**src/rtl/lcd_field_writer.sv**
```systemverilog
// rtl/lcd_field_writer.sv - streams NUM_FIELDS label+BCD fields into the LCD character buffer
// Optional leading-zero blanking is enabled by defining LCD_LZB_EN.
module lcd_field_writer #(
  parameter int         NUM_FIELDS  = 4,
  parameter int         LABEL_LEN   = 5,
  parameter int         DIGITS      = 3,
  parameter int         ADDR_W      = 5,
  parameter int         BASE_ADDR   = 0,
  parameter int         REFRESH_DIV = 1000000,
  parameter logic [7:0] BLANK_CHAR  = 8'hFE
) (
  input  logic                              clk,
  input  logic                              rst,
  input  logic [NUM_FIELDS*DIGITS*4-1:0]    bcd_in,
  input  logic [NUM_FIELDS*LABEL_LEN*8-1:0] label_chars,
  input  logic                              force_update,
  input  logic                              wr_ready,
  output logic                              wr_en,
  output logic [ADDR_W-1:0]                 wr_addr,
  output logic [7:0]                        wr_data,
  output logic                              busy,
  output logic                              frame_done
);

  localparam int CHARS = LABEL_LEN + DIGITS;
  localparam int BCD_W = NUM_FIELDS * DIGITS * 4;
  localparam int LBL_W = NUM_FIELDS * LABEL_LEN * 8;
  localparam int FW    = (NUM_FIELDS > 1)  ? $clog2(NUM_FIELDS)  : 1;
  localparam int PW    = (CHARS > 1)       ? $clog2(CHARS)       : 1;
  localparam int CW    = (REFRESH_DIV > 1) ? $clog2(REFRESH_DIV) : 1;

  localparam logic [CW-1:0]     CNT_LAST   = CW'(REFRESH_DIV - 1);
  localparam logic [FW-1:0]     FIELD_LAST = FW'(NUM_FIELDS - 1);
  localparam logic [PW-1:0]     POS_LAST   = PW'(CHARS - 1);
  localparam logic [ADDR_W-1:0] ADDR_FIRST = ADDR_W'(BASE_ADDR);

`ifdef LCD_LZB_EN
  localparam bit LZB_ON = 1'b1;
`else
  localparam bit LZB_ON = 1'b0;
`endif

  typedef enum logic [1:0] {IDLE, LOAD, WRITE, DONE} state_t;

  state_t            state, state_d;
  logic [CW-1:0]     cnt, cnt_d;
  logic              pending, pending_d;
  logic [BCD_W-1:0]  snap, snap_d;
  logic [FW-1:0]     field_q, field_d;
  logic [PW-1:0]     pos_q, pos_d;
  logic              wr_en_d, busy_d, frame_done_d;
  logic [ADDR_W-1:0] wr_addr_d;
  logic [7:0]        wr_data_d;

  // Character at (field f, position p); loops keep every select index constant.
  function automatic logic [7:0] char_at(input int f, input int p,
                                         input logic [BCD_W-1:0] b,
                                         input logic [LBL_W-1:0] l);
    logic [7:0] c;
    logic [3:0] nib;
    logic       lead;
    c = 8'h00;
    for (int ff = 0; ff < NUM_FIELDS; ff++) begin
      lead = 1'b1;
      for (int k = 0; k < LABEL_LEN; k++)
        if (ff == f && k == p) c = l[(ff*LABEL_LEN+k)*8 +: 8];
      for (int d = 0; d < DIGITS; d++) begin
        nib = b[(ff*DIGITS + DIGITS-1-d)*4 +: 4];
        if (ff == f && LABEL_LEN + d == p) begin
          if (nib > 4'd9) c = 8'h3F;
          else            c = 8'h30 | {4'h0, nib};
          if (LZB_ON && lead && nib == 4'd0 && d != DIGITS-1) c = BLANK_CHAR;
        end
        if (nib != 4'd0) lead = 1'b0;
      end
    end
    return c;
  endfunction

  always_comb begin
    state_d      = state;
    cnt_d        = '0;
    pending_d    = pending | (force_update && (state != IDLE));
    snap_d       = snap;
    field_d      = field_q;
    pos_d        = pos_q;
    wr_en_d      = wr_en;
    wr_addr_d    = wr_addr;
    wr_data_d    = wr_data;
    busy_d       = busy;
    frame_done_d = 1'b0;
    case (state)
      IDLE: begin
        cnt_d = cnt + CW'(1);
        if ((cnt == CNT_LAST) || force_update || pending) begin
          state_d   = LOAD;
          cnt_d     = '0;
          pending_d = 1'b0;
          busy_d    = 1'b1;
        end
      end
      LOAD: begin
        // First character is presented straight from the live inputs being snapshotted.
        snap_d    = bcd_in;
        field_d   = '0;
        pos_d     = '0;
        state_d   = WRITE;
        wr_en_d   = 1'b1;
        wr_addr_d = ADDR_FIRST;
        wr_data_d = char_at(0, 0, bcd_in, label_chars);
      end
      WRITE: begin
        if (wr_ready) begin
          if (field_q == FIELD_LAST && pos_q == POS_LAST) begin
            state_d      = DONE;
            wr_en_d      = 1'b0;
            busy_d       = 1'b0;
            frame_done_d = 1'b1;
          end else begin
            if (pos_q == POS_LAST) begin
              pos_d   = '0;
              field_d = field_q + FW'(1);
            end else begin
              pos_d = pos_q + PW'(1);
            end
            wr_addr_d = wr_addr + ADDR_W'(1);
            wr_data_d = char_at(int'(field_d), int'(pos_d), snap, label_chars);
          end
        end
      end
      DONE:    state_d = IDLE;
      default: state_d = IDLE;
    endcase
  end

  always_ff @(posedge clk) begin
    if (rst) begin
      state      <= IDLE;
      cnt        <= '0;
      pending    <= 1'b0;
      snap       <= '0;
      field_q    <= '0;
      pos_q      <= '0;
      wr_en      <= 1'b0;
      wr_addr    <= '0;
      wr_data    <= 8'h00;
      busy       <= 1'b0;
      frame_done <= 1'b0;
    end else begin
      state      <= state_d;
      cnt        <= cnt_d;
      pending    <= pending_d;
      snap       <= snap_d;
      field_q    <= field_d;
      pos_q      <= pos_d;
      wr_en      <= wr_en_d;
      wr_addr    <= wr_addr_d;
      wr_data    <= wr_data_d;
      busy       <= busy_d;
      frame_done <= frame_done_d;
    end
  end

endmodule
```
**config.mk**
```make
export PLATFORM = sky130hd
export DESIGN_NAME = lcd_field_writer
export DESIGN_NICKNAME = d
export VERILOG_FILES = /design/src/rtl/lcd_field_writer.sv
export SDC_FILE = /design/constraint.sdc
export NUM_CORES = 1
export LEC_CHECK = 0
export CAP_MARGIN = 20
export CORE_UTILIZATION = 42
export CTS_CLUSTER_SIZE = 12
export DETAILED_ROUTE_END_ITERATION = 8
export PLACE_DENSITY = 0.77
export SLEW_MARGIN = 30
export SYNTH_ARGS = -nofsm -noshare
export SYNTH_HDL_FRONTEND = slang
export SYNTH_SLANG_ARGS = --single-unit
```
**constraint.sdc**
```tcl
create_clock -name clk -period 2.3 [get_ports clk]
set_input_delay 0.46 -clock clk [delete_from_list [all_inputs] [get_ports clk]]
set_output_delay 0.46 -clock clk [all_outputs]
set_load 0.05 [all_outputs]
```
==> impl_metrics.xml <==
<?xml version="1.0" encoding="UTF-8"?>
<metrics>
  <group name="outcome">
    <metric name="outcome" unit="">finished with violations</metric>
    <metric name="failed_checks" unit="">setup timing</metric>
  </group>
  <group name="sta">
    <metric name="timing.final.crit_period" unit="ps">2530</metric>
    <metric name="timing.slew.headroom" unit="">0.514</metric>
    <metric name="final_min_period_over_clock_period" unit="">1.10</metric>
    <metric name="setup_viol" unit="">8</metric>
    <metric name="final_max_slew_viol_count" unit="">0</metric>
    <metric name="timing.final.hold_violations" unit="">0</metric>
    <metric name="layout_setup_ws" unit="ps">-227</metric>
    <metric name="fmaxAchievable" unit="MHz">396</metric>
    <metric name="tightest_slew" unit="ps">729</metric>
    <metric name="timing.hold.ws" unit="ps">418</metric>
    <metric name="final.setup_skew" unit="ps">12.8</metric>
    <metric name="setup_repair_after_global_routing_missed_its_margin" unit="">true</metric>
  </group>
  <group name="placement">
    <metric name="place_area" unit="µm²">10600</metric>
    <metric name="pre_cts_ws" unit="ps">-437</metric>
    <metric name="port-buffer-count" unit="">227</metric>
    <metric name="place.gp.congestion" unit="">1.04</metric>
    <metric name="detailed_place_hpwl" unit="µm">26300</metric>
  </group>
  <group name="setup_path">
    <metric name="worstPathRequired" unit="ps">2600</metric>
    <metric name="slowest_delay" unit="ps">460</metric>
    <metric name="timing.critical_path.slowest_stage_cell" unit="">or4_4</metric>
    <metric name="critical_path_peak_fanout" unit="">7</metric>
    <metric name="critPathCaptureType" unit="">flop</metric>
    <metric name="critical_path_buf_inv_count" unit="">2</metric>
    <metric name="critical_path_arrival" unit="ps">2830</metric>
    <metric name="crit_path_cell_trace" unit="">ha_4, buf_6, or4_4, a21oi_4, buf_4, a22oi_1, a21oi_1, o21bai_1, a211o_1, a21oi_2, a2111o_1</metric>
    <metric name="setup.worst_path.start_class" unit="">flop</metric>
    <metric name="critPathTopFamily" unit="">compound AO/OA/AOI/OAI gates</metric>
    <metric name="worstSetupPathType" unit="">flop to flop</metric>
  </group>
  <group name="global_route">
    <metric name="grt_pass1_vias" unit="">8849</metric>
    <metric name="grt_pass1_wl" unit="µm">50400</metric>
    <metric name="overflow" unit="">0</metric>
    <metric name="antenna_found_initial" unit="">0</metric>
    <metric name="grt_start_max_net_pins" unit="">46</metric>
    <metric name="grtUsageTotal" unit="">0.403</metric>
  </group>
  <group name="clock_network">
    <metric name="cts.sink_count" unit="">92</metric>
    <metric name="worstSkewPairLatency" unit="ps">360</metric>
    <metric name="tritoncts" unit="">done</metric>
    <metric name="cts_inserted_buffers" unit="">9</metric>
    <metric name="clk_slew_on_worst_s_h_paths" unit="ps">70</metric>
    <metric name="cts-htree-levels" unit="">3</metric>
    <metric name="cts_hold_buf" unit="">0</metric>
    <metric name="clock-root-buffer" unit="">clkbuf_16</metric>
    <metric name="cts.path.max_buffers" unit="">2</metric>
  </group>
  <group name="power_and_ir_drop">
    <metric name="worst_vdd_drop" unit="µV">507</metric>
    <metric name="power_per_cell_area" unit="nW/µm²">563</metric>
    <metric name="total_power" unit="mW">6.73</metric>
    <metric name="power_leakage" unit="nW">4.56</metric>
  </group>
  <group name="synthesis">
    <metric name="postSynthNetCount" unit="">1125</metric>
    <metric name="synth_seq_cells" unit="">92</metric>
    <metric name="synth_edf_count" unit="">0</metric>
    <metric name="yosys_most_used_dff" unit="">dfxtp_1</metric>
    <metric name="synth-seq-area-share" unit="">0.271</metric>
    <metric name="synth_top_area_frac" unit="">0.271</metric>
    <metric name="synth.top_cells.by_area" unit="">dfxtp_1 27%, nor2_1 7.9%, mux2i_1 7.2%</metric>
    <metric name="synthDistinctLibCells" unit="">85</metric>
    <metric name="yosysTopAreaCell" unit="">dfxtp_1</metric>
    <metric name="netlist_instances" unit="">902</metric>
    <metric name="asyncSetResetFlopFracSynth" unit="">0</metric>
    <metric name="syn_area_per_cell" unit="µm²">7.54</metric>
    <metric name="yosys_warnings" unit="">0</metric>
    <metric name="post_synth_instance_area" unit="µm²">6800</metric>
  </group>
  <group name="detailed_routing">
    <metric name="detail_route.wl_per_cell" unit="µm">22.7</metric>
    <metric name="top_signal_layer_used" unit="">met4</metric>
    <metric name="wl_met3" unit="µm">3440</metric>
    <metric name="dr.pass1.iters" unit="">8</metric>
    <metric name="drc" unit="">0</metric>
    <metric name="m1WireLength" unit="µm">13600</metric>
    <metric name="routed-via-count" unit="">9407</metric>
    <metric name="vias_per_cell" unit="">6.16</metric>
    <metric name="met2_length" unit="µm">15400</metric>
    <metric name="ant_nets" unit="">0</metric>
    <metric name="routed_wl" unit="µm">34800</metric>
    <metric name="first_iter_violations" unit="">941</metric>
  </group>
  <group name="layout">
    <metric name="fillerInstances" unit="">1171</metric>
    <metric name="fraction_of_layout_cells_with_a_size_suffix_above_1" unit="">0.293</metric>
    <metric name="antenna_cells" unit="">0</metric>
    <metric name="design.final.nets" unit="">1530</metric>
    <metric name="final_core_util" unit="">0.755</metric>
    <metric name="flip_flop_and_latch_area" unit="µm²">1860</metric>
    <metric name="layout.cell_area.non_filler" unit="µm²">11900</metric>
    <metric name="layout_commonest_cell" unit="">clkdlybuf4s50_1</metric>
    <metric name="area.growth.synth_to_final" unit="%">75.7</metric>
    <metric name="multi_input_comb_area" unit="µm²">5300</metric>
    <metric name="final_cell_mix" unit="">226 x clkdlybuf4s50_1, 194 x buf_4, 126 x nor2_1, 86 x dfxtp_1, 70 x a21oi_1</metric>
  </group>
  <group name="die">
    <metric name="coreArea" unit="µm²">15800</metric>
    <metric name="pin_count" unit="">228</metric>
    <metric name="rows" unit="">46</metric>
    <metric name="die_area" unit="µm²">16700</metric>
    <metric name="fp.dieW" unit="µm">129</metric>
    <metric name="die_h" unit="µm">129</metric>
    <metric name="floorplan.initialDensity" unit="">0.429</metric>
  </group>
  <group name="hold_path">
    <metric name="worstHoldPathType" unit="">input port to flop</metric>
  </group>
  <group name="job">
    <metric name="max_cap_viol_count" unit="">0</metric>
  </group>
</metrics>
## per-layer routing
metal | global-route usage | vias up
met5 | 0 | -
met4 | 0.234 | 0
met3 | 0.0760 | 163
met2 | 0.648 | 684
met1 | 0.505 | 4364
li1 | - | 4196
## registers in the layout, summed over array words and instances (netlist names)
name	count
field_q	2
frame_done	1
wr_en	1
cnt	20
pos_q	3
wr_addr	5
state	2
pending	1
wr_data	8
snap	48
busy	1
## final cells by class
cell class / count / share of cell area
inverters: 20 / 0.00681
well taps: 216 / 0.0226
flip-flops and latches: 92 / 0.155
multi-input cells: 732 / 0.443
clock buffers: 10 / 0.0192
clock inverters: 6 / 0.00786
repair buffers: 452 / 0.345
## cells in the mapped netlist, types with 14 or more instances
library cell,n
clkbuf_1,29
nor2_1,143
nand2_1,65
o21a_1,14
o21ai_0,67
o22ai_1,20
nor3_1,21
inv_1,18
a21oi_1,79
mux2i_1,49
nand3_1,22
xor2_1,18
dfxtp_1,92
a221oi_1,16
## through the flow
step | std cells | setup TNS, ps
finish | 1528 | -1210
global route | 1528 | -1660
CTS | 1516 | -790
detailed placement | 1482 | -2950
global placement | 1482 | -2810
floorplan | 902 | -54.5
## power breakdown
part	switching [mW]	total, mW	internal [mW]
Clock	0.706	1.67	0.964
Sequential	0.284	2.15	1.87
Combinational	1.53	2.91	1.37
## what timing repair did
action,in CTS,in global routing
pin swaps,27,33
endpoints found under the setup margin,8,8
gates resized for setup,129,72
cloned,1,0
setup buffers,19,14
hold endpoints to repair,0,0
## final timing paths
path                            startpoint          to  slack [ps]  depth (start not counted)
worst max-delay path              pos_q[1]  wr_data[6]        -230                         11
worst min-delay path                   rst       wr_en         420                          2
worst max register to register    pos_q[1]  wr_data[6]        -230                         11
worst min register to register      cnt[0]      cnt[0]         490                          1
## cells by family after synthesis
family	Yosys count	synth area share
AOI/OAI and AO/OA	322	0.320
xor gates and xnor gates	23	0.0335
adders and majority gates	11	0.0202
buffers and inverters	78	0.0525
DFF	92	0.271
muxes	51	0.0758
and+or+nand+nor	325	0.227
No activity file was read; power rests on OpenSTA's default activity.
